File: src/rtl/mips_muldiv_pkg.sv
// Shared encodings for the HI/LO multiply/divide sequencer: op codes, FSM states,
// datapath modes and the iteration-counter width helper.
package mips_muldiv_pkg;

    localparam logic [1:0] OP_MULT  = 2'b00;
    localparam logic [1:0] OP_MULTU = 2'b01;
    localparam logic [1:0] OP_DIV   = 2'b10;
    localparam logic [1:0] OP_DIVU  = 2'b11;

    typedef enum logic [1:0] {
        IDLE = 2'b00,
        MUL  = 2'b01,
        DIV  = 2'b10,
        FIX  = 2'b11
    } state_t;

    typedef enum logic {
        MODE_MUL = 1'b0,
        MODE_DIV = 1'b1
    } mode_t;

    // Counter holds 0..width-1, so clog2(width) bits suffice.
    function automatic int cnt_width(input int width);
        return (width > 2) ? $clog2(width) : 1;
    endfunction

endpackage

File: src/rtl/muldiv_shift_core.sv
// Shift/add-subtract datapath for the multiply/divide loop: accumulator/remainder,
// multiplier/quotient shift register, and the WIDTH+1 bit adder/subtractor.
module muldiv_shift_core
    import mips_muldiv_pkg::*;
#(
    parameter int WIDTH = 32
) (
    input  logic             clk,
    input  logic             load,
    input  logic             step,
    input  mode_t            mode,
    input  logic [WIDTH-1:0] load_low,
    input  logic [WIDTH-1:0] load_operand,
    output logic [WIDTH-1:0] acc,
    output logic [WIDTH-1:0] low
);

    logic [WIDTH-1:0] operand;
    logic [WIDTH:0]   sum;
    logic [WIDTH:0]   trial;
    logic [WIDTH:0]   diff;

    always_comb begin
        sum   = {1'b0, acc} + (low[0] ? {1'b0, operand} : '0);
        trial = {acc, low[WIDTH-1]};
        diff  = trial - {1'b0, operand};
    end

    // NOTE: pure datapath registers carry no reset; load always overwrites them
    // before a result can be consumed, and an aborted op is never read out.
    always_ff @(posedge clk) begin
        if (load) begin
            acc     <= '0;
            low     <= load_low;
            operand <= load_operand;
        end else if (step) begin
            if (mode == MODE_MUL) begin
                acc <= sum[WIDTH:1];
                low <= {sum[0], low[WIDTH-1:1]};
            end else if (!diff[WIDTH]) begin
                acc <= diff[WIDTH-1:0];
                low <= {low[WIDTH-2:0], 1'b1};
            end else begin
                acc <= trial[WIDTH-1:0];
                low <= {low[WIDTH-2:0], 1'b0};
            end
        end
    end

endmodule

File: src/rtl/muldiv_sequencer.sv
// Iterative MIPS multiply/divide sequencer owning HI/LO and raising muldivstall.
// Optional MULDIV_EARLY_OUT_EN: multiply leaves the loop once the remaining multiplier is zero.
module muldiv_sequencer
    import mips_muldiv_pkg::*;
#(
    parameter int WIDTH = 32
) (
    input  logic             clk,
    input  logic             reset,
    input  logic             start,
    input  logic [1:0]       op,
    input  logic [WIDTH-1:0] srca,
    input  logic [WIDTH-1:0] srcb,
    input  logic             hiread,
    input  logic             loread,
    input  logic             hiwrite,
    input  logic             lowrite,
    output logic [WIDTH-1:0] hi,
    output logic [WIDTH-1:0] lo,
    output logic             busy,
    output logic             done,
    output logic             muldivstall
);

    localparam int             CW   = cnt_width(WIDTH);
    localparam logic [CW-1:0]  LAST = CW'(WIDTH - 1);

    state_t              state;
    logic [CW-1:0]       count;
    logic                sign_a, sign_b, is_div, div0;
    logic                op_signed, op_div, accept, early;
    logic [WIDTH-1:0]    abs_a, abs_b, acc, low;
    logic [2*WIDTH-1:0]  prod, prod_fix;
    logic [WIDTH-1:0]    res_hi, res_lo;
    mode_t               core_mode;

    assign op_signed   = !op[0];
    assign op_div      = op[1];
    assign accept      = (state == IDLE) && start;
    assign busy        = (state != IDLE);
    assign muldivstall = busy && (start || hiread || loread || hiwrite || lowrite);
    assign core_mode   = (state == DIV) ? MODE_DIV : MODE_MUL;

    // NOTE: every always_comb output gets a value on every path, so no latches.
    always_comb begin
        abs_a = (op_signed && srca[WIDTH-1]) ? -srca : srca;
        abs_b = (op_signed && srcb[WIDTH-1]) ? -srcb : srcb;
    end

    muldiv_shift_core #(.WIDTH(WIDTH)) u_core (
        .clk          (clk),
        .load         (accept),
        .step         ((state == MUL) || (state == DIV)),
        .mode         (core_mode),
        .load_low     (op_div ? abs_a : abs_b),
        .load_operand (op_div ? abs_b : abs_a),
        .acc          (acc),
        .low          (low)
    );

`ifdef MULDIV_EARLY_OUT_EN
    // Shadow of the multiplier bits not yet consumed by the loop.
    logic [WIDTH-1:0] mrem;

    always_ff @(posedge clk) begin
        if (accept)
            mrem <= abs_b;
        else if (state == MUL)
            mrem <= mrem >> 1;
    end

    assign early = (state == MUL) && (mrem[WIDTH-1:1] == '0);
`else
    assign early = 1'b0;
`endif

    always_comb begin
        prod = {acc, low};
`ifdef MULDIV_EARLY_OUT_EN
        // Skipped iterations would only have shifted; apply them in one go.
        prod = prod >> (LAST - count);
`endif
        prod_fix = (sign_a ^ sign_b) ? -prod : prod;
        if (is_div) begin
            res_hi = sign_a ? -acc : acc;
            res_lo = div0 ? '1 : ((sign_a ^ sign_b) ? -low : low);
        end else begin
            res_hi = prod_fix[2*WIDTH-1:WIDTH];
            res_lo = prod_fix[WIDTH-1:0];
        end
    end

    // NOTE: sequential state uses non-blocking assignments only.
    always_ff @(posedge clk) begin
        if (reset) begin
            state  <= IDLE;
            count  <= '0;
            hi     <= '0;
            lo     <= '0;
            done   <= 1'b0;
            sign_a <= 1'b0;
            sign_b <= 1'b0;
            is_div <= 1'b0;
            div0   <= 1'b0;
        end else begin
            done <= 1'b0;
            case (state)
                IDLE: begin
                    if (start) begin
                        state  <= op_div ? DIV : MUL;
                        count  <= '0;
                        sign_a <= op_signed && srca[WIDTH-1];
                        sign_b <= op_signed && srcb[WIDTH-1];
                        is_div <= op_div;
                        div0   <= op_div && (srcb == '0);
                    end else begin
                        if (hiwrite) hi <= srca;
                        if (lowrite) lo <= srca;
                    end
                end
                MUL, DIV: begin
                    if (count == LAST || early)
                        state <= FIX;
                    else
                        count <= count + 1'b1;
                end
                FIX: begin
                    hi    <= res_hi;
                    lo    <= res_lo;
                    done  <= 1'b1;
                    count <= '0;
                    state <= IDLE;
                end
                default: state <= IDLE;
            endcase
        end
    end

endmodule
File: config.mk
export PLATFORM = sky130hd
export DESIGN_NAME = muldiv_sequencer
export DESIGN_NICKNAME = d
export VERILOG_FILES = /design/src/rtl/mips_muldiv_pkg.sv /design/src/rtl/muldiv_shift_core.sv /design/src/rtl/muldiv_sequencer.sv
export SDC_FILE = /design/constraint.sdc
export NUM_CORES = 1
export LEC_CHECK = 0
export ABC_AREA = 0
export CAP_MARGIN = 15
export CORE_ASPECT_RATIO = 1.5
export CORE_MARGIN = 4
export CORE_UTILIZATION = 35
export CTS_BUF_LIST = sky130_fd_sc_hd__clkbuf_16
export DETAILED_ROUTE_END_ITERATION = 12
export SETUP_SLACK_MARGIN = 0.4
export SLEW_MARGIN = 20
export SYNTH_ARGS = -nofsm -noshare
export SYNTH_HDL_FRONTEND = slang
export SYNTH_SLANG_ARGS = --single-unit
File: constraint.sdc
create_clock -name clk -period 3.3 [get_ports clk]
set_input_delay 0.66 -clock clk [delete_from_list [all_inputs] [get_ports clk]]
set_output_delay 0.66 -clock clk [all_outputs]
set_load 0.005 [all_outputs]
==> results.cfg, run 1 <==
[yosys]
synth_edf_count = 64
synthCells = 1881
syn_area_per_cell_um2 = 7.85
synth_warnings = 0
ys_types = 81
netlist_area_um2 = 14800
synth-main-ff-cell = dfxtp_1
ys_async_sr_fraction_pct = 0
ys_ff_latch = 172
synth.net_count = 2029
ys_seq_area_share_pct = 27.7

[timing]
rsz0062_at_grt = yes
setup_viol = 0
slew-limit-headroom_pct = 33.1
finalSetupTns_ps = 0
drv_slew = 0
post-route-period-util_pct = 96.9
fin_crit_ps = 3200
fmax_mhz = 313
final-hold-violation-count = 0
worst_slew_pin_slew_ps = 993
worst_clock_skew_ps = 12.5

[setup_path]
worstPathRequired_ps = 3660
cp_top_family = compound AO/OA/AOI/OAI gates
endpoint_kind = flip-flop
crit_path_frequent_cell = buf_12
path_max_fanout = 7
path_cells = inv_1, ha_2, nand2_1, nor2_2, nor4b_1, buf_4, nand4_1, o22a_1, a21oi_4, buf_12, buf_12, buf_16, mux2i_4, a21oi_2, o21a_1
crit_buf_inv = 5
crit_cells = 15
path_class = reg -> reg
reg2regPathDepth = 15
cp-start-kind = flip-flop
max_stage_delay_ps = 420
crit_slowest_cell = ha_2
crit_arrival_ps = 3560

[global_routing]
grt_usage_pct = 28.4
grt_start_max_net_pins = 73
gr-total-overflow = 0
antenna_found_initial = 0
grt_pass1_vias = 16336
grt_pass1_wl_mm = 98.3

[layout]
fin_nets = 2403
fill_cells = 3917
fin_util_pct = 50.8
regArea_um2 = 4090
multi_input_area_um2 = 11300
syn_to_final_growth_pct = 42.7
drive_gt1_share_pct = 26.5
n_antenna_cell = 0

[run_status]
status = completed

[detailed_routing]
drt_pre_antenna_iters = 5
drc_errors = 0
drt_iter0_drc = 1345
ant_nets = 0
avgRoutedWirePerCell_um = 24.1
vias_per_cell = 5.82
routed_wl_mm = 68.2
route.vias.total = 16460

[placed_design]
post-dp-hpwl_mm = 52.4
place_congestion = 1.05
port_buffers = 139

[floorplanning]
coreArea_um2 = 41400
die-area_um2 = 45600
num_io_pins = 140
die_w_um = 176
start_util_pct = 35.6
die_h_um = 260
row_count = 91

[min_path]
hold_path.class = reg -> reg
holdPathStages = 2

[job]
drv_cap = 0

[cts]
clock_tree.root_cell = clkbuf_16
cts_sinks = 172
htree_levels = 4
clk_pin_slew_ps = 80
cts_made_buffers = 17
clockBufferDepth = 2
cts_tree = built
clock_latency_ps = 470

[power_and_ir_drop]
peakVddDrop_mv = 0.444
leakage_uw = 0.00832
power_density_nw_per_um2 = 913
-- state kept, by name (all words and copies together) (netlist names) --
signal          cells
u_core.low         32
div0                1
u_core.acc         32
lo                 32
sign_b              1
state               2
hi                 32
is_div              1
count               5
done                1
sign_a              1
u_core.operand     32
-- power breakdown --
group	switching, uW	total (uW)	internal [uW]
sequential	584	3600	3020
clock	1080	2170	1080
combinational	7500	13500	5960
-- worst reg2reg max path: stages (launching register included) --
cell      delay [ps]
edfxtp_1         330
inv_1             80
ha_2             420
nand2_1          130
nor2_2           220
nor4b_1          280
buf_4            170
nand4_1          110
o22a_1           260
a21oi_4          190
buf_12           150
buf_12           110
buf_16           130
mux2i_4          220
a21oi_2           80
o21a_1           210
-- through the flow --
step / power, uW / hold slack, ps / area [um2] / worst slack (ps) / std cells
after floorplan: 10000 / 448 / 14800 / 340 / 1881
after global placement: 14400 / 442 / 18400 / -215 / 2725
after detailed placement: 14400 / 445 / 18400 / -238 / 2725
after CTS: 18000 / 456 / 20000 / 195 / 2799
after global routing: 20200 / 471 / 21100 / -39.6 / 2826
final: 19200 / 455 / 21100 / 103 / 2826
-- logic make-up (layout without fill, tap and decap cells) --
group	after synthesis	count (layout)	share of synthesized area (%)
compound gates	621	621	26.4
mux	97	97	6.78
flops	172	172	27.7
buf+inv	184	570	4.73
fa+ha+maj	75	75	6.46
simple gates	555	556	17.5
xor+xnor	177	177	10.5
-- cells in the final DEF (no fill, tap or decap), types with 11 or more instances in the layout --
cell type,netlist,layout
o21ai_1,5,14
nand4_1,13,13
a211oi_2,0,16
xnor2_2,0,12
mux2i_1,73,69
a31oi_1,21,17
o22ai_1,13,11
nand2_1,142,137
a21oi_1,236,208
a211oi_1,44,26
mux2_2,24,14
o221ai_1,28,26
nor2_2,0,16
dfxtp_1,108,104
o211ai_1,19,19
nand3_1,21,18
o21a_1,12,11
ha_1,73,57
xor2_1,72,69
o31ai_1,16,15
clkdlybuf4s50_1,0,133
buf_6,0,22
inv_1,77,71
nor2b_1,19,18
buf_4,0,284
nand2b_1,15,14
a21o_1,24,24
o21ai_2,0,12
nor3_1,24,20
a211o_1,13,13
edfxtp_1,64,64
o21ai_0,118,96
nor2_1,238,213
a21oi_2,1,23
clkbuf_16,0,17
xnor2_1,105,93
-- path summary, 6_finish.rpt --
kind                                          from        endpoint  slack (ps)
worst max-delay path            u_core.operand[15]  u_core.acc[17]         100
worst min-delay path                        lo[14]          lo[14]         460
worst max register to register  u_core.operand[15]  u_core.acc[17]         100
worst min register to register              lo[14]          lo[14]         460
-- repair_timing --
item                                    4_1_cts  5_1_grt
hold buffers                                  0        0
pin swaps                                    75      100
gates resized for setup                     132      172
endpoints found under the setup margin       87       79
buffers inserted                             38       26
endpoints found under the hold margin         0        0
gates cloned                                  4        1
-- metal layers --
| layer | GRT usage (%) | routed length (um) | vias up |
|---|---|---|---|
| met5 | 0 | 0 | - |
| met4 | 19.9 | 5930 | 0 |
| met2 | 53.4 | 35500 | 704 |
| li1 | - | - | 7624 |
| met1 | 28.8 | 23500 | 7881 |
| met3 | 3.25 | 3240 | 251 |
-- synthesized netlist by cell type (28+ instances only) --
library cell	n	area [um2]
nand2_1	142	533
dfxtp_1	108	2160
xor2_1	72	631
xnor2_1	105	920
clkbuf_1	87	327
edfxtp_1	64	1920
mux2i_1	73	731
nor2_1	238	893
o221ai_1	28	245
inv_1	77	289
a21oi_1	236	1180
a211oi_1	44	330
o21ai_0	118	591
ha_1	73	913
-- cell type report --
type | count | area share (%)
clock buffer | 17 | 2.02
clock inverter | 15 | 0.862
inverter | 78 | 1.43
multi-input combinational | 1526 | 53.5
sequential | 172 | 19.4
tap | 558 | 3.32
timing repair buffer | 460 | 19.5
Power figures use the tool's default switching activity.
==> run 2: changes to the inputs <==
--- a/config.mk
+++ b/config.mk
@@ -12,6 +12,7 @@
 export CORE_UTILIZATION = 35
 export CTS_BUF_LIST = sky130_fd_sc_hd__clkbuf_16
 export DETAILED_ROUTE_END_ITERATION = 12
+export PLACE_DENSITY = 0.64
 export SETUP_SLACK_MARGIN = 0.4
 export SLEW_MARGIN = 20
 export SYNTH_ARGS = -nofsm -noshare
==> run 2 against run 1 <==
Effect of this change: via count is 0.69% higher; clock-buffer cell count did not move; largest power group unchanged; global-route usage down 0.76 points; critical path type unchanged; clock skew up 0.92 ps; power decreased by 4.8%; setup slack worse by 27 ps; largest cell class unchanged; sequential share of layout area rose by 0.72 points; maximum frequency decreased by 0.84%; cell area decreased by 3.5%; critical path depth unchanged; critical endpoint is now u_core.acc[29]; non-clock buffer count down 13.
==> results.cfg, run 2 (synthesis results as in run 1) <==
[timing]
worst_slew_pin_slew_ps = 867
slew-limit-headroom_pct = 41.6
fmax_mhz = 310
fin_crit_ps = 3220
final-hold-violation-count = 0
setup_viol = 0
drv_slew = 0
worst_clock_skew_ps = 13.4
rsz0062_at_grt = yes
whs_ps = 454
post-route-period-util_pct = 97.7

[layout]
final_common_cell = buf_4
final_area_um2 = 20300
mostFrequentLayoutCells = buf_4 (286), nor2_1 (230), a21oi_1 (212)
n_antenna_cell = 0
drive_gt1_share_pct = 23.1
fin_nets = 2389
fin_util_pct = 49.0
syn_to_final_growth_pct = 37.7
fill_cells = 4012

[power_and_ir_drop]
seqPwrFrac_pct = 19.8
power_switching_uw = 8810
leakage_uw = 0.00818
p_comb_share_pct = 68.9
peakVddDrop_mv = 0.416
power_density_nw_per_um2 = 901
power.share.clock_pct = 11.4
p_int_uw = 9510
p_sw_share_pct = 48.1
p_total_uw = 18300

[cts]
clk_pin_slew_ps = 80
holdBufCountCts = 0
clock_latency_ps = 480
cts_made_buffers = 17
clockBufferDepth = 2
htree_levels = 4
cts_tree = built
clock_tree.root_cell = clkbuf_16
cts_sinks = 172

[detailed_routing]
ant_nets = 0
drt_iter0_drc = 1536
avgRoutedWirePerCell_um = 23.4
vias_per_cell = 5.89
routed_wl_mm = 65.7
route.vias.total = 16574
drt_pre_antenna_iters = 6
drc_errors = 0

[run_status]
status = completed

[floorplanning]
num_io_pins = 140
die-area_um2 = 45600
coreArea_um2 = 41400
row_count = 91
start_util_pct = 35.6
die_w_um = 176
die_h_um = 260

[setup_path]
path_max_fanout = 14
cp-start-kind = flip-flop
path_class = reg -> reg
endpoint_kind = flip-flop
crit_arrival_ps = 3620
worstPathRequired_ps = 3690

[global_routing]
antenna_found_initial = 0
gr-total-overflow = 0
grt_usage_pct = 27.6
grt_start_max_net_pins = 73
grt_pass1_vias = 16257
grt_pass1_wl_mm = 95.9

[placed_design]
place_area_um2 = 18600
place_congestion = 1.08
post-dp-hpwl_mm = 51.3
port_buffers = 139

[job]
drv_cap = 0

[min_path]
hold_path.class = reg -> reg
-- run 2: power groups by stage --
stage | Sequential (uW) | Combinational (uW) | Clock [uW]
6_report | 3620 | 12600 | 2080
3_5_place_dp | 3610 | 11100 | 0
5_1_grt | 3670 | 13400 | 2180
4_1_cts | 3600 | 11900 | 2080
3_3_place_gp | 3600 | 11000 | 0
2_1_floorplan | 3610 | 6440 | 0
-- run 2: final timing paths --
check	startpoint	end	slack, ps	depth (start not counted)
setup / recovery	u_core.low[0]	u_core.acc[29]	80	15
hold / removal	lo[21]	lo[21]	450	2
setup reg to reg	u_core.low[0]	u_core.acc[29]	80	15
hold reg to reg	lo[21]	lo[21]	450	2
-- run 2: through the flow --
| step | setup WS, ps | std cells | TNS (ps) |
|---|---|---|---|
| after floorplan | 340 | 1881 | 0 |
| after global placement | -247 | 2742 | -3170 |
| after detailed placement | -294 | 2742 | -4500 |
| after CTS | 190 | 2797 | 0 |
| after global routing | -24.7 | 2812 | -53.2 |
| final | 75.3 | 2812 | 0 |
-- run 2: metal layers --
layer	part of all wire (%)	routed length (um)	track usage, %
met5	0	0	0
met4	9.7	6390	22.0
met3	5.2	3400	3.67
met2	51	33400	49.7
met1	34	22500	28.5
-- run 2: worst max-delay path: stages, from the launching register on --
cell and delay (ps):
edfxtp_1 450, inv_4 140, buf_12 160, buf_6 150, nor2_1 50, ha_1 310, buf_4 170, a21oi_1 200
o21bai_1 90, a21oi_1 290, nor2b_2 230, o2111ai_1 190, o211ai_1 220, xnor2_1 180, nor2_1 60, a311oi_1 250
-- run 2: final cells by class --
| cell class | instances | area [um2] | area share [%] |
|---|---|---|---|
| sequential | 172 | 4090 | 20.1 |
| multi-input combinational | 1525 | 10800 | 53.1 |
| inverter | 78 | 298 | 1.46 |
| tap | 558 | 698 | 3.43 |
| clock buffer | 17 | 425 | 2.09 |
| clock inverter | 15 | 150 | 0.739 |
| timing repair buffer | 447 | 3860 | 19.0 |
-- run 2: repair_timing --
action / in CTS / in global routing
cloned: 1 / 0
setup endpoints to repair: 92 / 90
gates resized for setup: 95 / 102
buffers inserted: 22 / 15
pin swaps: 49 / 58
